$ cat src/rtl/bus_arbiter_if.sv
// bus_arbiter_if: request, grant and routing signals between the two masters and the arbiter
interface bus_arbiter_if;
  logic       m1_req;
  logic       m2_req;
  logic [1:0] m1_slave_sel;
  logic [1:0] m2_slave_sel;
  logic [2:0] slave_ready;
  logic       m1_grant;
  logic       m2_grant;
  logic       m1_err;
  logic       m2_err;
  logic       bus_owner;
  logic [1:0] slave_sel;
  logic       bus_busy;
  logic       timeout;
  modport slave (
    input  m1_req, m2_req, m1_slave_sel, m2_slave_sel, slave_ready,
    output m1_grant, m2_grant, m1_err, m2_err, bus_owner, slave_sel, bus_busy, timeout
  );
  modport master (
    output m1_req, m2_req, m1_slave_sel, m2_slave_sel, slave_ready,
    input  m1_grant, m2_grant, m1_err, m2_err, bus_owner, slave_sel, bus_busy, timeout
  );
endinterface

$ cat src/rtl/bus_arbiter.sv
// bus_arbiter: two-master round-robin serial bus arbiter with ready gating and hold watchdog
module bus_arbiter #(
  parameter logic [7:0] TIMEOUT = 8'd200
) (
  input logic         clk,
  input logic         reset,
  bus_arbiter_if.slave bus
);
  typedef enum logic [1:0] {IDLE, M1_OWN, M2_OWN, RELEASE} state_t;
  state_t     state_q, state_d;
  logic       m1_grant_q, m1_grant_d, m2_grant_q, m2_grant_d;
  logic       m1_err_q, m1_err_d, m2_err_q, m2_err_d;
  logic       bus_owner_q, bus_owner_d, bus_busy_q, bus_busy_d;
  logic       timeout_q, timeout_d, last_owner_q, last_owner_d;
  logic       m1_lock_q, m1_lock_d, m2_lock_q, m2_lock_d;
  logic [1:0] slave_sel_q, slave_sel_d;
  logic [7:0] hold_cnt_q, hold_cnt_d;
  logic [3:0] rdy;
  logic       m1_cand, m2_cand, pick_m1, pick_m2, own_req;
  assign rdy     = {1'b0, bus.slave_ready};
  assign m1_cand = bus.m1_req && bus.m1_slave_sel != 2'd3 && rdy[bus.m1_slave_sel] && !m1_lock_q;
  assign m2_cand = bus.m2_req && bus.m2_slave_sel != 2'd3 && rdy[bus.m2_slave_sel] && !m2_lock_q;
  assign pick_m1 = m1_cand && (!m2_cand || last_owner_q);
  assign pick_m2 = m2_cand && !pick_m1;
  assign own_req = (state_q == M1_OWN) ? bus.m1_req : bus.m2_req;
  // next state and next registered outputs
  always_comb begin
    state_d      = state_q;
    m1_grant_d   = 1'b0;
    m2_grant_d   = 1'b0;
    m1_err_d     = 1'b0;
    m2_err_d     = 1'b0;
    bus_owner_d  = bus_owner_q;
    slave_sel_d  = 2'd3;
    timeout_d    = 1'b0;
    hold_cnt_d   = hold_cnt_q;
    last_owner_d = last_owner_q;
    m1_lock_d    = m1_lock_q;
    m2_lock_d    = m2_lock_q;
    case (state_q)
      IDLE: begin
        m1_err_d = bus.m1_req && bus.m1_slave_sel == 2'd3;
        m2_err_d = bus.m2_req && bus.m2_slave_sel == 2'd3;
        if (pick_m1 || pick_m2) begin
          state_d      = pick_m1 ? M1_OWN : M2_OWN;
          m1_grant_d   = pick_m1;
          m2_grant_d   = pick_m2;
          bus_owner_d  = pick_m2;
          last_owner_d = pick_m2;
          slave_sel_d  = pick_m1 ? bus.m1_slave_sel : bus.m2_slave_sel;
          hold_cnt_d   = 8'd0;
        end
      end
      M1_OWN, M2_OWN: begin
        hold_cnt_d = hold_cnt_q + 8'd1;
        if (!own_req) begin
          state_d = RELEASE;
        end else if (hold_cnt_q == TIMEOUT - 8'd1) begin
          state_d   = RELEASE;
          timeout_d = 1'b1;
          m1_lock_d = m1_lock_q | (state_q == M1_OWN);
          m2_lock_d = m2_lock_q | (state_q == M2_OWN);
        end else begin
          m1_grant_d  = m1_grant_q;
          m2_grant_d  = m2_grant_q;
          slave_sel_d = slave_sel_q;
        end
      end
      default: state_d = IDLE;
    endcase
    bus_busy_d = state_d != IDLE;
    if (!bus.m1_req) m1_lock_d = 1'b0;
    if (!bus.m2_req) m2_lock_d = 1'b0;
  end
  // state and output registers
  always_ff @(posedge clk) begin
    if (reset) begin
      state_q      <= IDLE;
      m1_grant_q   <= 1'b0;
      m2_grant_q   <= 1'b0;
      m1_err_q     <= 1'b0;
      m2_err_q     <= 1'b0;
      bus_owner_q  <= 1'b0;
      slave_sel_q  <= 2'd3;
      bus_busy_q   <= 1'b0;
      timeout_q    <= 1'b0;
      hold_cnt_q   <= 8'd0;
      last_owner_q <= 1'b1;
      m1_lock_q    <= 1'b0;
      m2_lock_q    <= 1'b0;
    end else begin
      state_q      <= state_d;
      m1_grant_q   <= m1_grant_d;
      m2_grant_q   <= m2_grant_d;
      m1_err_q     <= m1_err_d;
      m2_err_q     <= m2_err_d;
      bus_owner_q  <= bus_owner_d;
      slave_sel_q  <= slave_sel_d;
      bus_busy_q   <= bus_busy_d;
      timeout_q    <= timeout_d;
      hold_cnt_q   <= hold_cnt_d;
      last_owner_q <= last_owner_d;
      m1_lock_q    <= m1_lock_d;
      m2_lock_q    <= m2_lock_d;
    end
  end
  assign bus.m1_grant  = m1_grant_q;
  assign bus.m2_grant  = m2_grant_q;
  assign bus.m1_err    = m1_err_q;
  assign bus.m2_err    = m2_err_q;
  assign bus.bus_owner = bus_owner_q;
  assign bus.slave_sel = slave_sel_q;
  assign bus.bus_busy  = bus_busy_q;
  assign bus.timeout   = timeout_q;
endmodule

$ cat src/flat_wrapper.sv
// flat-port wrapper written by rule: the top's interface ports become plain ports
module bus_arbiter_flat 
#(
  parameter logic [7:0] TIMEOUT = 8'd200
)
  (clk, reset, bus_m1_req, bus_m2_req, bus_m1_slave_sel, bus_m2_slave_sel, bus_slave_ready, bus_m1_grant, bus_m2_grant, bus_m1_err, bus_m2_err, bus_bus_owner, bus_slave_sel, bus_bus_busy, bus_timeout);
  bus_arbiter_if bus_i ();
  input logic clk;
  input logic reset;
  input wire logic [$bits(bus_i.m1_req)-1:0] bus_m1_req;
  input wire logic [$bits(bus_i.m2_req)-1:0] bus_m2_req;
  input wire logic [$bits(bus_i.m1_slave_sel)-1:0] bus_m1_slave_sel;
  input wire logic [$bits(bus_i.m2_slave_sel)-1:0] bus_m2_slave_sel;
  input wire logic [$bits(bus_i.slave_ready)-1:0] bus_slave_ready;
  output wire logic [$bits(bus_i.m1_grant)-1:0] bus_m1_grant;
  output wire logic [$bits(bus_i.m2_grant)-1:0] bus_m2_grant;
  output wire logic [$bits(bus_i.m1_err)-1:0] bus_m1_err;
  output wire logic [$bits(bus_i.m2_err)-1:0] bus_m2_err;
  output wire logic [$bits(bus_i.bus_owner)-1:0] bus_bus_owner;
  output wire logic [$bits(bus_i.slave_sel)-1:0] bus_slave_sel;
  output wire logic [$bits(bus_i.bus_busy)-1:0] bus_bus_busy;
  output wire logic [$bits(bus_i.timeout)-1:0] bus_timeout;
  assign bus_i.m1_req = bus_m1_req;
  assign bus_i.m2_req = bus_m2_req;
  assign bus_i.m1_slave_sel = bus_m1_slave_sel;
  assign bus_i.m2_slave_sel = bus_m2_slave_sel;
  assign bus_i.slave_ready = bus_slave_ready;
  assign bus_m1_grant = bus_i.m1_grant;
  assign bus_m2_grant = bus_i.m2_grant;
  assign bus_m1_err = bus_i.m1_err;
  assign bus_m2_err = bus_i.m2_err;
  assign bus_bus_owner = bus_i.bus_owner;
  assign bus_slave_sel = bus_i.slave_sel;
  assign bus_bus_busy = bus_i.bus_busy;
  assign bus_timeout = bus_i.timeout;
  bus_arbiter #(.TIMEOUT(TIMEOUT)) u_core (.clk(clk), .reset(reset), .bus(bus_i));
endmodule
$ cat config.mk
export PLATFORM = sky130hd
export DESIGN_NAME = bus_arbiter_flat
export DESIGN_NICKNAME = d
export VERILOG_FILES = /design/src/rtl/bus_arbiter_if.sv /design/src/rtl/bus_arbiter.sv /design/src/flat_wrapper.sv
export SDC_FILE = /design/constraint.sdc
export NUM_CORES = 1
export LEC_CHECK = 0
export ABC_AREA = 1
export BUFFER_PORTS_ARGS = -buffer_cell sky130_fd_sc_hd__buf_4
export CAP_MARGIN = 15
export CELL_PAD_IN_SITES_DETAIL_PLACEMENT = 1
export CELL_PAD_IN_SITES_GLOBAL_PLACEMENT = 1
export CORE_ASPECT_RATIO = 0.6
export CORE_UTILIZATION = 34
export DETAILED_ROUTE_END_ITERATION = 8
export PLACE_DENSITY = 0.8
export SYNTH_ARGS = -nofsm -noshare
export SYNTH_HDL_FRONTEND = slang
export SYNTH_SLANG_ARGS = --single-unit
$ cat constraint.sdc
create_clock -name clk -period 2.2 [get_ports clk]
set_input_delay 0.11 -clock clk [delete_from_list [all_inputs] [get_ports clk]]
set_output_delay 0.11 -clock clk [all_outputs]
set_load 0.01 [all_outputs]
-- Word-level counts from Yosys, hierarchy flattened
Index checks and enable logic that the tools add are counted.
- bits in registers: 22
- word-level logic and storage cells: 83
- muxes and demuxes: 24
- $lt $le $gt $ge: 2
- equality and inequality tests: 9
- bitwise gates (word level): 7
- $add $sub $neg: 1
- reduce and logical (&&, ||, !) cells: 27
- operator list (kind ; number):
    two-way mux 2 bit ; 8
    one-hot mux 8 bit (2 select lines) ; 1
    logical AND 1 bit ; 10
    adder 8 x 1 -> 8 bit (second input constant) ; 1
    == test 8 bit (second input constant) ; 1
    two-way mux 1 bit ; 8
    two-way mux 8 bit ; 1
    one-hot mux 2 bit (2 select lines) ; 2
    OR reduction 2 bit ; 4
    == test 2 bit (second input constant) ; 3
    < comparator 2 x 3 -> 1 bit (second input constant) ; 2
    inverter 1 bit ; 5
    binary-select mux 1 bit (select 2 bit) ; 2
    zero test 1 bit ; 4
    inequality test 2 bit (second input constant) ; 2
    one-hot mux 1 bit (2 select lines) ; 2
    AND reduction 2 bit ; 2
    nonzero test 2 bit ; 2
    inequality test 3 bit (second input constant) ; 1
    AND reduction 3 bit ; 1
    OR reduction 3 bit ; 1
    == test 2 x 1 -> 1 bit (second input constant) ; 1
    zero test 2 bit ; 1
    logical OR 1 bit ; 2
    other kinds (2) ; 3

-- Logic depth before layout (Yosys ltp)
- depth after elaboration: 13
- mapped depth: 11
- depth with buffers taken out: 11

-- Worst setup path before layout
OpenSTA, ideal clock, no wires.
- kind: register to register
- start point: register u_core.state_q[0]
- end point: register u_core.hold_cnt_q[1]
- period minus slack after synthesis: 1.542 ns
- stages on the path, launching flop included: 8
- arrival time: 1.424 ns
- slack: 0.658 ns
- required time: 2.083 ns
- library setup time: 0.117 ns
- cells stage by stage: dfxtp_1 inv_1 ha_1 inv_2 or2_0 buf_4 a21boi_0 nor2_1
- longest elaborated chain between the ends: 4
- ends and longest elaborated chain (element ; RTL line ; source):
    start: declaration ; bus_arbiter.sv:10 ; state_t state_q, state_d;
    start signal: assignment ; bus_arbiter.sv:92 ; state_q <= state_d;
    == test 2 bit / == test 2 x 1 -> 1 bit (equally long branches) ; bus_arbiter.sv:40 ; case (state_q)
    OR reduction 2 bit ; bus_arbiter.sv:40 ;
    nonzero test 2 bit (no source line) ; -- ;
    AND reduction 2 bit (no source line) ; -- ;
    end signal: assignment ; bus_arbiter.sv:101 ; hold_cnt_q <= hold_cnt_d;
    end: declaration ; bus_arbiter.sv:17 ; logic [7:0] hold_cnt_q, hold_cnt_d;
Parallel ways exist; a longest one is shown, timed or not.
A chain may end at the register's enable or synchronous reset.

-- Worst setup path after layout
- start point: register u_core.state_q[0]
- end point: register u_core.m1_lock_q
- longest elaborated chain between the ends: 3
- ends and longest elaborated chain (element ; RTL line ; source):
    == test 2 bit / == test 2 x 1 -> 1 bit (equally long branches) ; bus_arbiter.sv:40, bus_arbiter.sv:25, bus_arbiter.sv:61 ;
    OR reduction 2 bit / two-way mux 1 bit (equally long branches) ; bus_arbiter.sv:40, bus_arbiter.sv:25 ;
    AND reduction 3 bit (no source line) ; -- ;
    end signal: assignment ; bus_arbiter.sv:103 ; m1_lock_q <= m1_lock_d;
    end: declaration ; bus_arbiter.sv:15 ; logic m1_lock_q, m1_lock_d, m2_lock_q, m2_lock_d;
Parallel ways exist; a longest one is shown, timed or not.

==> impl_metrics.tcl <==
set metrics [dict create \
    drt-wirelength-per-cell_um 12.9 \
    max_cap_viol_count 0 \
    min_period_ns 1.79 \
    hold_start "reset" \
    end_kind "register" \
    pin_count 20 \
    area_growth_pct 19.1 \
    min_path_type "input pin to register" \
    drive_above_1_share_pct 14.2 \
    yosys_warnings 0 \
    grt_max_degree 14 \
    required_ns 2.40 \
    insertion_delay_ns 0.27 \
    setup_viol 0 \
    grt_pass1_wl_um 6040 \
    drv_slew 0 \
    syn_nets 221 \
    p_int_uw 965 \
    avgSynthCellArea_um2 6.43 \
    io_buffers 19 \
    peakVddDrop_uv 489 \
    gp_congestion 0.816 \
    pwr-share-comb_pct 43.3 \
    diodes 0 \
    p_sw_share_pct 40.7 \
    cts_sinks 22 \
    synth.mux.area_fraction_pct 0 \
    p_leak_uw 0.000762 \
    syn_area_mm2 0.00132 \
    final-instance-count-excl-fill 272 \
    synthSimpleGateAreaFrac_pct 41.3 \
    cts_resized 0 \
    synth_top_family_by_area "simple AND/OR/NAND/NOR gates" \
    synth_xor_area_share_pct 0.664 \
    post-route-period-util_pct 81.5 \
    numCtsBuffers 3 \
    ys_ff_latch 22 \
    status "complete, no violations" \
    dieArea_mm2 0.00414 \
    reg2reg_from "u_core.state_q[0]" \
    core-area_mm2 0.00368 \
    synth_edf_count 0 \
    dpl_cell_area_mm2 0.00150 \
    grt_pass1_vias 1240 \
    cp_slowest_cell "dfxtp_1" \
    final_cell_area_mm2 0.00157 \
    clockRootBuffer "clkbuf_8" \
    synthCells 205 \
    drt-pass1-iter-count 4 \
    grt_antenna_before_repair 0 \
    ctsHtreeMaxLevel 1 \
    fmax_mhz 557 \
    max_stage_delay_ns 0.44 \
    die_h_um 50.2 \
    synth_fa_ha_area_share_pct 4.74 \
    critPathLaunchType "register" \
    ant_nets 0 \
    p_switching_uw 663 \
    cp-startpoint "u_core.state_q[0]" \
    power_density_mw_per_mm2 1040 \
    grt-ovfl-total 0 \
    drc 0 \
    final_common_cell "nand2_1" \
    critical_path_class "register to register" \
    most-common-layout-cells "nand2_1, inv_1, nand3_1, dfxtp_1" \
    power_frac_seq_pct 32.9 \
    ys.flop_type "dfxtp_1" \
    worstPathArrival_ns 2.00 \
    finalSetupTns_ns 0 \
    post_cts.repair.setup_buffers 0 \
    via_per_inst 4.74 \
    synth_cell_types 27 \
    placedCellCount 268 \
    cts_max_path_buffers 2 \
    drt-total-wl_um 3520 \
    synth-compound-area-share_pct 8.35 \
    async_flop_share_pct 0 \
    worst-slew-pin-transition_ns 0.480 \
    fin_skew_ns 0.00512 \
    clk_pin_slew_ns 0.09 \
    power_frac_clock_pct 23.8 \
    n_fill_cell 495 \
    initial_core_util_pct 35.8 \
    rows 17 \
    die_w_um 82.4 \
    hold_buffers 0 \
    cts_tree "done" \
    grt_use_total_pct 19.6 \
    drt_iter0_drc 90 \
    finish.net_count 242 \
    yosysSeqAreaShare_pct 33.4 \
    relSlewSlack_pct 68.0 \
    vias 1290 \
    hold_viol 0 \
    rsz0062_at_grt "no" \
    dp.final_hpwl_um 2820 \
    cp_max_fo 8 \
    timing.critical_path.cells "inv_1 -> ha_1 -> inv_2 -> nor2_1 -> nand2_1 -> nor2_1 -> nand2_1 -> a21oi_1" \
]
==> through the flow <==
step | setup slack (ns) | hold slack (ns) | power, µW | utilization (%)
after floorplan | 0.658 | 0.242 | 1030 | -
after global placement | 0.475 | 0.376 | 1230 | 40.7
after detailed placement | 0.447 | 0.375 | 1240 | 40.7
after CTS | 0.431 | 0.0814 | 1630 | 42.7
after global routing | 0.269 | 0.0870 | 1740 | 42.7
final | 0.406 | 0.0867 | 1630 | 42.7
==> synth_stat cells (2+ instances only) <==
cell type,count,area share (%)
nand2_1,58,17
inv_1,31,8.8
nand3_1,26,9.9
dfxtp_1,22,33
nor2_1,20,5.7
a21oi_1,14,5.3
ha_1,5,4.7
o21ai_0,4,1.5
nand4_1,3,1.4
nor3_1,3,1.1
buf_2,2,0.76
nand3_2,2,1.5
==> registers in the layout, indices dropped and copies added, names as in the netlist <==
register and count:
u_core.m1_lock_q 1, u_core.last_owner_q 1, u_core.hold_cnt_q 8, u_core.state_q 2, u_core.bus.m2_err 1, u_core.bus.m1_grant 1
u_core.m2_lock_q 1, u_core.bus.slave_sel 2, u_core.bus.m1_err 1, u_core.bus.bus_busy 1, u_core.bus.timeout 1, u_core.bus.m2_grant 1
u_core.bus.bus_owner 1
==> layout make-up <==
type / count / area (µm²) / share of cell area (%)
inverter: 33 / 124 / 7.89
tap: 47 / 58.8 / 3.75
clock inverter: 1 / 30.0 / 1.91
multi-input combinational: 146 / 726 / 46.2
sequential: 22 / 440 / 28.0
clock buffer: 3 / 41.3 / 2.63
timing repair buffer: 20 / 150 / 9.56
==> logic make-up (layout without fill, tap and decap cells) <==
| logic type | after synthesis | after routing |
|---|---|---|
| buffers and inverters | 37 | 57 |
| and+or+nand+nor | 119 | 119 |
| AOI/OAI and AO/OA | 21 | 21 |
| adders and majority gates | 5 | 5 |
| xor gates and xnor gates | 1 | 1 |
| DFF | 22 | 22 |
==> power by group through the flow <==
stage	Combinational, µW	Clock [µW]	Sequential [µW]
6_report	705	388	535
5_1_grt	791	410	544
4_1_cts	702	394	534
3_5_place_dp	695	0	543
3_3_place_gp	685	0	541
2_1_floorplan	487	0	547
==> critical path: cells and delay by family (launching register included) <==
kind            cells  cell delay (ns)
buf+inv             2             0.21
fa+ha+maj           1             0.38
flops               1             0.44
simple gates        4             0.55
compound gates      1             0.15
==> path summary, 6_finish.rpt <==
kind	end	slack, ns	cells after the start
setup / recovery	u_core.m1_lock_q	0.41	8
hold / removal	u_core.hold_cnt_q[2]	0.09	2
setup reg to reg	u_core.m1_lock_q	0.41	8
hold reg to reg	u_core.m2_lock_q	0.48	2
==> metal layers <==
metal / up-vias / routed length, µm / global-route usage (%)
met1: 573 / 2150 / 33.3
met5: - / 0 / 0
met3: 2 / 179 / 4.36
li1: 685 / - / -
met4: 0 / 18 / 2.63
met2: 30 / 1180 / 23.8
Note: power is estimated with default switching activity, not from simulation.
